$ cat config.mk
export PLATFORM = sky130hd
export DESIGN_NAME = tick_delay_timer
export DESIGN_NICKNAME = d
export VERILOG_FILES = /design/src/rtl/tick_delay_timer.sv
export SDC_FILE = /design/constraint.sdc
export NUM_CORES = 1
export LEC_CHECK = 0
export CORE_MARGIN = 5
export CORE_UTILIZATION = 48
export CTS_BUF_LIST = sky130_fd_sc_hd__clkbuf_8
export CTS_CLUSTER_DIAMETER = 30
export DETAILED_ROUTE_END_ITERATION = 10
export GPL_ROUTABILITY_DRIVEN = 1
export GPL_TIMING_DRIVEN = 0
export PLACE_DENSITY = 0.73
export SYNTH_ARGS = -nofsm -noshare
export SYNTH_HDL_FRONTEND = slang
export SYNTH_SLANG_ARGS = --single-unit
$ cat constraint.sdc
create_clock -name clk -period 3.5 [get_ports clk]
set_input_delay 0.525 -clock clk [delete_from_list [all_inputs] [get_ports clk]]
set_output_delay 0.525 -clock clk [all_outputs]
set_load 0.02 [all_outputs]
$ cat src/rtl/tick_delay_timer.sv
// Delay timer that counts clk cycles or timebase tick strobes (1us/1ms/1s).
// Supports one-shot and periodic modes, abort, and flags a start issued while busy.
module tick_delay_timer #(
    parameter int unsigned CNT_WIDTH = 16
) (
    input  logic                 clk,
    input  logic                 rst_n,
    input  logic                 tick_1us,
    input  logic                 tick_1ms,
    input  logic                 tick_1s,
    input  logic                 start,
    input  logic [1:0]           unit,
    input  logic [CNT_WIDTH-1:0] count,
    input  logic                 periodic,
    input  logic                 abort,
    output logic                 busy,
    output logic                 done,
    output logic [CNT_WIDTH-1:0] remain,
    output logic                 start_err
);

    localparam logic [0:0] ST_IDLE = 1'b0;
    localparam logic [0:0] ST_RUN  = 1'b1;

    localparam logic [1:0] UNIT_CLK = 2'd0;
    localparam logic [1:0] UNIT_US  = 2'd1;
    localparam logic [1:0] UNIT_MS  = 2'd2;
    localparam logic [1:0] UNIT_S   = 2'd3;

    logic [0:0]           state;
    logic [0:0]           state_nxt;
    logic [1:0]           unit_q;
    logic [1:0]           unit_nxt;
    logic [CNT_WIDTH-1:0] count_q;
    logic [CNT_WIDTH-1:0] count_nxt;
    logic                 periodic_q;
    logic                 periodic_nxt;
    logic                 busy_nxt;
    logic                 done_nxt;
    logic [CNT_WIDTH-1:0] remain_nxt;
    logic                 start_err_nxt;
    logic                 tick_sel_c;

    // Tick source follows the latched unit, never the live input.
    always_comb begin
        tick_sel_c = 1'b0;
        case (unit_q)
            UNIT_CLK: tick_sel_c = 1'b1;
            UNIT_US:  tick_sel_c = tick_1us;
            UNIT_MS:  tick_sel_c = tick_1ms;
            UNIT_S:   tick_sel_c = tick_1s;
            default:  tick_sel_c = 1'b0;
        endcase
    end

    // State register.
    always_ff @(posedge clk or negedge rst_n) begin
        if (!rst_n) begin
            state <= ST_IDLE;
        end else begin
            state <= state_nxt;
        end
    end

    // Next-state and next-output logic; abort overrides everything, including expiry.
    always_comb begin
        state_nxt     = state;
        unit_nxt      = unit_q;
        count_nxt     = count_q;
        periodic_nxt  = periodic_q;
        busy_nxt      = busy;
        done_nxt      = 1'b0;
        remain_nxt    = remain;
        start_err_nxt = 1'b0;

        if (abort) begin
            state_nxt  = ST_IDLE;
            busy_nxt   = 1'b0;
            remain_nxt = '0;
        end else begin
            case (state)
                ST_IDLE: begin
                    if (start) begin
                        unit_nxt     = unit;
                        count_nxt    = count;
                        periodic_nxt = periodic;
                        if (count == '0) begin
                            // Zero-length delay expires immediately, always one-shot.
                            done_nxt   = 1'b1;
                            busy_nxt   = 1'b0;
                            remain_nxt = '0;
                        end else begin
                            state_nxt  = ST_RUN;
                            busy_nxt   = 1'b1;
                            remain_nxt = count;
                        end
                    end
                end
                ST_RUN: begin
                    start_err_nxt = start;
                    if (tick_sel_c) begin
                        if (remain > CNT_WIDTH'(1)) begin
                            remain_nxt = remain - CNT_WIDTH'(1);
                        end else begin
                            done_nxt = 1'b1;
                            if (periodic_q) begin
                                remain_nxt = count_q;
                            end else begin
                                state_nxt  = ST_IDLE;
                                busy_nxt   = 1'b0;
                                remain_nxt = '0;
                            end
                        end
                    end
                end
                default: begin
                    state_nxt  = ST_IDLE;
                    busy_nxt   = 1'b0;
                    remain_nxt = '0;
                end
            endcase
        end
    end

    // Registered outputs and latched request.
    always_ff @(posedge clk or negedge rst_n) begin
        if (!rst_n) begin
            unit_q     <= 2'd0;
            count_q    <= '0;
            periodic_q <= 1'b0;
            busy       <= 1'b0;
            done       <= 1'b0;
            remain     <= '0;
            start_err  <= 1'b0;
        end else begin
            unit_q     <= unit_nxt;
            count_q    <= count_nxt;
            periodic_q <= periodic_nxt;
            busy       <= busy_nxt;
            done       <= done_nxt;
            remain     <= remain_nxt;
            start_err  <= start_err_nxt;
        end
    end

endmodule

==> results.cfg, run 1 <==
[clocking]
post_cts_resized = 0
numCtsBuffers = 5
cts.sinks = 39
path_clk_slew_ps = 70
cts_root_buffer = clkbuf_8
h-tree-depth = 2
clock_path_buffers = 2
tritoncts = done
post_cts_buffers = 0
cts_hold_buf = 0
clk_latency_ps = 300

[yosys]
yosysWarnings = 0
synth-seq-cells = 39
synth_area_um2 = 2280
synth-compound-area-share_pct = 17.29
synth_most_common_cell = dfrtp_1
synth_top_cells_by_count = 39 x dfrtp_1, 24 x nor2_1, 21 x mux2_2, 15 x a211oi_1
synth-xor-area-share_pct = 3.458
seq_area_frac_synth_pct = 42.81
synthFlopType = dfrtp_1
synth_top_family_by_area = simple AND/OR/NAND/NOR gates
synth.mux.area_fraction_pct = 10.81
synth_top_area_cell = dfrtp_1
synth-simple-area-share_pct = 19.76
yosysTopAreaCellShare_pct = 42.81
synth_edf_count = 0
synthesis.nets = 254
synth.area.top_cells = dfrtp_1 43%, mux2_2 10%, a211oi_1 4.9%, nor2_1 4.0%, a221oi_1 3.1%
synthCells = 226
synth_fa_ha_area_share_pct = 1.098
async_reset_ff_share_pct = 100.0
syn_area_per_cell_um2 = 10.09
synth_cell_types = 49

[cells_and_area]
fin_area_um2 = 2883
diodes = 0
nets = 305
post_route_cells_drive_above_1_share_pct = 17.63
area_delta_synth_final_pct = 26.45
layout.cells.non_filler = 332

[timing]
whs_ps = 345.0
max_slew.worst_pin.slew_ps = 865.7
slew_viol_final = 0
clock_skew_ps = 10.88
slew-limit-headroom_pct = 42.29
setup_violations = 0
finalCriticalPeriod_ps = 2648
rsz0062_at_grt = no
fmax_ghz = 0.3776
timing.final.crit_share_pct = 75.66
hold_viol_final = 0
tns_ps = 0

[floorplan]
die_w_um = 78.92
core_um2 = 4661
fp-row-count = 25
die_area_um2 = 6228
fp.dieH_um = 78.92
io_pins = 45
initial_core_util_pct = 48.91

[setup_path]
path_class = in -> reg
start_kind = primary input
cp_slowest_cell = a211oi_1
rr_startpoint = state
critPathMaxStageDelay_ps = 610
cp.arrival_ps = 2810
critPathRequiredTime_ps = 3660
crit_top_cell = a211oi_1
cp_cell_sequence = clkdlybuf4s50_1 > mux2i_1 > a211oi_1 > nor2_1 > clkbuf_1 > a221oi_1 > a211oi_1
cp_max_fo = 10
r2r-end = remain[12]
r2r_slack_ps = 1000
cp-end-kind = flip-flop
ff2ff_path_depth = 7

[routing]
vias_per_cell = 6.105
drt_pass1_iterations = 4
wl_um = 6263
wl_per_cell_um = 18.86
postRouteAntennaNets = 0
drc = 0
via_count = 2027
drt_iter0_drc = 230

[global_routing]
grt_pass1_vias = 2031
gr-usage-all-layers_pct = 21.43
antenna_found_initial = 0
grt_overflow = 0
grt_pass1_wl_um = 10380
grt_start_max_net_pins = 40

[power_and_ir_drop]
power_frac_seq_pct = 42.0
vdd_ir_drop_max_mv = 0.3159
internal_power_mw = 0.9168
finalPower_mw = 1.394
power.density_nw_per_um2 = 483.6
p_leak_nw = 1.148
comb_power_share_pct = 34.1
power.switching_mw = 0.4774
clockPowerShare_pct = 23.9
switching_share_pct = 34.24

[place]
routabilityCongestion = 0.8651
io_buffer_count = 44
placed_area_um2 = 2783
hpwlAfterDp_um = 4544
placedCellCount = 324

[job]
max-cap-violations = 0

[run_status]
outcome = completed

[min_path]
hp-class = in -> async
-- critical path, delay by kind of cell --
| kind | cells | cell delay (ps) |
|---|---|---|
| buffers and inverters | 2 | 760 |
| AO/OA/AOI/OAI | 3 | 1180 |
| multiplexers | 1 | 80 |
| AND/OR/NAND/NOR | 1 | 250 |
-- layer usage --
layer / up-vias / share of wire [%] / track usage [%]
li1: 959 / - / -
met2: 79 / 48 / 34.55
met4: 0 / 1.4 / 7.388
met5: - / 0 / 0
met1: 983 / 43 / 29.72
met3: 6 / 7.8 / 2.948
-- power groups by stage --
| stage | sequential, mW | clock, mW | combinational, mW |
|---|---|---|---|
| 2_1_floorplan | 0.608 | 0 | 0.279 |
| 3_3_place_gp | 0.590 | 0 | 0.463 |
| 3_5_place_dp | 0.594 | 0 | 0.469 |
| 4_1_cts | 0.584 | 0.339 | 0.472 |
| 5_1_grt | 0.597 | 0.358 | 0.516 |
| 6_report | 0.586 | 0.333 | 0.475 |
-- cell type report --
cell class	instances	area (um2)
buffer	17	93.84
clock buffer	7	96.34
clock inverter	1	3.754
fill	412	1778
inverter	4	15.01
multi-input combinational	166	1195
sequential	39	975.9
tap	54	67.56
timing repair buffer	44	435.4
-- through the flow --
stage | utilization, % | setup WS (ps)
after floorplan | - | 1278
after global routing | 61.85 | 695.1
after global placement | 59.81 | 623.0
final | 61.85 | 851.8
after detailed placement | 59.70 | 611.5
after CTS | 61.85 | 921.0
-- flip-flops by register name, indices dropped and copies added (netlist names) --
register,count
busy,1
count_q,16
done,1
periodic_q,1
remain,16
start_err,1
state,1
unit_q,2
-- how the worst max path moves through the flow --
stage / from / end / slack [ps] / cells after the start
floorplan: remain[2] / remain[8] / 1280 / 6
global placement: tick_1s / remain[12] / 620 / 7
detailed placement: tick_1ms / remain[12] / 610 / 7
CTS: tick_1ms / remain[12] / 920 / 7
global route: tick_1ms / remain[12] / 700 / 7
finish: tick_1s / remain[12] / 850 / 7
-- cell families after synthesis --
family | count (synthesis)
multiplexers | 22
AND/OR/NAND/NOR | 79
buffers and inverters | 21
adder cells (fa/ha/maj) | 2
flip-flops | 39
XOR/XNOR | 9
AO/OA/AOI/OAI | 54
-- placed cells by master, fill, tap and decap left out, types with 3 or more instances in the layout --
cell	netlist	layout
nand3_1	9	9
a21oi_1	11	11
nand4_1	4	4
a221oi_1	8	8
nor2_1	24	24
nor4_1	5	5
clkbuf_1	6	6
dfrtp_1	39	39
clkbuf_8	0	7
inv_1	4	5
mux2_2	21	21
buf_2	6	7
o21ai_0	5	5
nand2_1	11	11
xor2_1	4	4
a211oi_1	15	15
xnor2_1	5	5
or3_1	5	5
clkdlybuf4s50_1	0	43
or4_1	3	3
(Power assumes the default switching activity.)
==> inputs of run 2 (changes only) <==
- PLACE_DENSITY: 0.73 -> 0.76
- clock period: 3.5 -> 2.2 ns (I/O delays scaled with it)
==> run 2 against run 1 <==
Compared with the run above: largest power group unchanged; clock power increased by 41%; sequential power is 62% higher; combinational power rose by 89%; global-route usage up 0.81 points; final area up 7.9%; via count increased by 6.2%; register-to-register slack worse by 1000 ps; the run now ends with setup timing left; die area is the same; highest routed layer unchanged; critical endpoint is now remain[8]; worst hold slack got worse by 190 ps.
==> results.cfg, run 2 (synthesis results as in run 1) <==
[global_routing]
grt_start_max_net_pins = 40
grt_overflow = 0
antenna_found_initial = 0
gr-usage-all-layers_pct = 22.24
grt_pass1_wl_um = 10670
grt_pass1_vias = 2143

[run_status]
outcome = complete, but fails checks
violations = setup timing

[setup_path]
path_class = reg -> reg
path_buf_inv = 1
ff2ff_path_depth = 6
cp_cell_sequence = buf_6 > or4_4 > nor3_4 > a211oi_1 > or4b_1 > a211oi_2
cp_slowest_cell = or4_4
rr_startpoint = remain[2]
crit_cells = 6
startpoint = remain[2]
cp-end-kind = flip-flop
critPathRequiredTime_ps = 2410
critPathTopFamily = simple AND/OR/NAND/NOR gates
cp.arrival_ps = 2420
cp_max_fo = 7
critPathMaxStageDelay_ps = 510
start_kind = flip-flop

[routing]
wl_um = 6815
drc = 0
via_count = 2152
vias_per_cell = 6.311
drt_pass1_iterations = 4
wl_per_cell_um = 19.99
postRouteAntennaNets = 0
drt_iter0_drc = 215

[timing]
max_slew.worst_pin.slew_ps = 882.9
finalCriticalPeriod_ps = 2207
whs_ps = 155.3
fmax_ghz = 0.4531
setup_violations = 1
timing.final.crit_share_pct = 100.3
fin_ws_ps = -7.061
slew-limit-headroom_pct = 41.14
tns_ps = -7.061
rsz0062_at_grt = yes
clock_skew_ps = 6.430
hold_viol_final = 0
slew_viol_final = 0

[clocking]
h-tree-depth = 2
cts_root_buffer = clkbuf_8
clk_latency_ps = 290
cts.sinks = 39
numCtsBuffers = 5
clock_path_buffers = 2
path_clk_slew_ps = 80
tritoncts = done

[floorplan]
io_pins = 45
die_w_um = 78.92
initial_core_util_pct = 48.91
core_um2 = 4661
die_area_um2 = 6228
fp-row-count = 25
fp.dieH_um = 78.92

[place]
placed_area_um2 = 2783
dp_worst_setup_slack_ps = -595.9
routabilityCongestion = 0.8494
hpwlAfterDp_um = 4552
placedCellCount = 324
io_buffer_count = 44

[min_path]
hp-class = in -> async

[cells_and_area]
fin_util_pct = 66.74
fin_area_um2 = 3110
diodes = 0
final_common_cell = clkdlybuf4s50_1
mostFrequentLayoutCells = 43 x clkdlybuf4s50_1, 36 x dfrtp_1, 21 x nor2_1, 21 x mux2_2
nets = 314
layout.cells.non_filler = 341
top_regs = count_q x16, remain x16, unit_q x2
area_delta_synth_final_pct = 36.44
post_route_cells_drive_above_1_share_pct = 31.36

[power_and_ir_drop]
vdd_ir_drop_max_mv = 0.4168
p_leak_nw = 1.236
power.density_nw_per_um2 = 744.5
finalPower_mw = 2.316

[job]
max-cap-violations = 0
## run 2: changes by cell type in the layout (fill, tap and decap cells not counted), moves of 3 or more
cell	before	now
nor2_1	24	21
clkbuf_1	6	2
dfrtp_2	0	3
buf_4	2	11
a211oi_1	15	6
a221oi_1	8	0
a221oi_2	1	9
dfrtp_1	39	36
a211oi_2	1	9
## run 2: routing by layer
| metal | wire length, um | GRT usage (%) |
|---|---|---|
| met1 | 2635 | 29.98 |
| met2 | 3341 | 34.72 |
| met3 | 667 | 3.061 |
| met4 | 171 | 12.03 |
| met5 | 0 | 0 |
## run 2: layout make-up
type | instances | area (um2)
Clock buffer | 5 | 68.82
Buffer | 14 | 85.08
Tap cell | 54 | 67.56
Clock inverter | 3 | 12.51
Inverter | 4 | 15.01
Fill cell | 379 | 1550
Multi-Input combinational cell | 166 | 1353
Sequential cell | 39 | 979.7
Timing Repair Buffer | 56 | 529.3
## run 2: timing repair
| action | in CTS | in global routing |
|---|---|---|
| pin swaps | 8 | 12 |
| setup endpoints to repair | 28 | 18 |
| buffers inserted | 6 | 6 |
| resized for setup | 20 | 23 |
| hold buffers | 0 | 0 |
## run 2: power by group
group,internal (mW),switching [mW]
logic,0.433,0.466
clock network,0.213,0.255
registers,0.829,0.119
total,1.48,0.840
## run 2: path summary, 6_finish.rpt
kind	to	slack, ps
setup / recovery	remain[8]	-7
hold / removal	unit_q[1]	160
setup reg to reg	remain[8]	-7
hold reg to reg	count_q[4]	510
max in group asynchronous	remain[6]	1430
min in group clk	count_q[4]	510
==> inputs of run 3 (changes only) <==
- SLEW_MARGIN: not set -> 10
==> run 3 against run 2 <==
Compared with the run above: largest cell class unchanged; register-to-register slack gained 30 ps; fmax grew 1.2%; sequential share of layout area shrank 0.12 points; largest power group unchanged; combinational power grew 0.7%; critical path type unchanged; first-iteration DRC count grew 20%; the flow now finishes without violations.
==> results.cfg, run 3 (synthesis results as in run 1) <==
[global_routing]
antenna_found_initial = 0
grt_pass1_vias = 2103
gr-usage-all-layers_pct = 22.25
grt_overflow = 0
grt_start_max_net_pins = 26
grt_pass1_wl_um = 10790

[floorplan]
io_pins = 45
die_area_um2 = 6228
fp-row-count = 25
fp.dieH_um = 78.92
core_um2 = 4661
initial_core_util_pct = 48.91
die_w_um = 78.92

[setup_path]
r2r_slack_ps = 20
critPathRequiredTime_ps = 2350
cp_max_fo = 11
ff2ff_path_depth = 5
critPathTopFamily = simple AND/OR/NAND/NOR gates
cp_slowest_cell = or4_4
cp.arrival_ps = 2330
critPathMaxStageDelay_ps = 590
rr_startpoint = remain[4]
r2r-end = state
cp-end-kind = flip-flop
path_class = reg -> reg
cp_cell_sequence = or4_4 > nor3_4 > nand2_1 > o21ai_0 > a21oi_1
path_buf_inv = 0
start_kind = flip-flop

[timing]
slew-limit-headroom_pct = 55.44
slew_viol_final = 0
clock_skew_ps = 6.353
max_slew.worst_pin.slew_ps = 668.3
setup_violations = 0
whs_ps = 473.2
fin_ws_ps = 18.07
tns_ps = 0
timing.final.crit_share_pct = 99.18
hold_viol_final = 0
rsz0062_at_grt = yes
fmax_ghz = 0.4583
finalCriticalPeriod_ps = 2182

[cells_and_area]
fin_util_pct = 67.25
post_route_cells_drive_above_1_share_pct = 30.93
final_common_cell = clkdlybuf4s50_1
fin_area_um2 = 3134
nets = 318
multi_input_area_um2 = 1333
seqCellArea_um2 = 983.4
mostFrequentLayoutCells = 43 x clkdlybuf4s50_1, 33 x dfrtp_1, 21 x nor2_1, 21 x mux2_2, 16 x buf_4
fillers = 383
diodes = 0
layout.cells.non_filler = 345
area_delta_synth_final_pct = 37.49
top_regs = count_q x16, remain x16, unit_q x2

[routing]
vias_per_cell = 6.354
drt_iter0_drc = 258
drt_pass1_iterations = 6
via_count = 2192
drc = 0
wl_um = 6788
postRouteAntennaNets = 0
wl_per_cell_um = 19.68

[clocking]
numCtsBuffers = 5
cts.sinks = 39
clk_latency_ps = 290
h-tree-depth = 2
clock_path_buffers = 2
cts_root_buffer = clkbuf_8
path_clk_slew_ps = 80
tritoncts = done

[power_and_ir_drop]
finalPower_mw = 2.313
vdd_ir_drop_max_mv = 0.4480
p_leak_nw = 1.246
power.density_nw_per_um2 = 738.0

[job]
max-cap-violations = 0

[place]
routabilityCongestion = 0.8494
hpwlAfterDp_um = 4714
dp_worst_setup_slack_ps = -582.5
placedCellCount = 325
io_buffer_count = 44
placed_area_um2 = 2803

[min_path]
hp-class = in -> async

[run_status]
outcome = completed
run 3: report_power, final:
| part | internal [mW] | switching, mW |
|---|---|---|
| Combinational | 0.432 | 0.473 |
| Clock | 0.214 | 0.259 |
| Sequential | 0.830 | 0.106 |
run 3: worst max path at each step:
| stage | from | to | slack (ps) | cells after the start |
|---|---|---|---|---|
| after global routing | remain[0] | remain[12] | -70 | 7 |
| after global placement | tick_1s | remain[11] | -580 | 7 |
| after floorplan | remain[4] | remain[3] | 20 | 8 |
| final | remain[4] | state | 20 | 5 |
| after CTS | remain[0] | remain[3] | -4 | 8 |
| after detailed placement | tick_1ms | remain[12] | -580 | 7 |
run 3: repair_timing:
action                                  4_1_cts  5_1_grt
endpoints found under the hold margin        14        0
hold buffers                                  1        0
buffers inserted                             10        5
resized for setup                            18       19
endpoints found under the setup margin       28       28
pin swaps                                    10       12
run 3: metal layers:
layer,up-vias,part of all wire (%),track usage (%)
li1,979,-,-
met1,1062,41,30.15
met2,134,48,36.08
met3,17,8.7,4.195
met4,0,1.8,7.216
met5,-,0,0
run 3: worst reg2reg max path: cells and delay by family, from the launching register on:
family,cells,cell delay [ps]
compound gates,2,440
flops,1,410
simple gates,3,1200
run 3: cell type report:
class | instances | area share, %
repair buffers | 61 | 18.44
multi-input cells | 166 | 42.51
clock buffers | 5 | 2.196
well taps | 54 | 2.156
clock inverters | 3 | 0.3992
inverters | 4 | 0.4790
flip-flops and latches | 39 | 31.38
plain buffers | 13 | 2.435
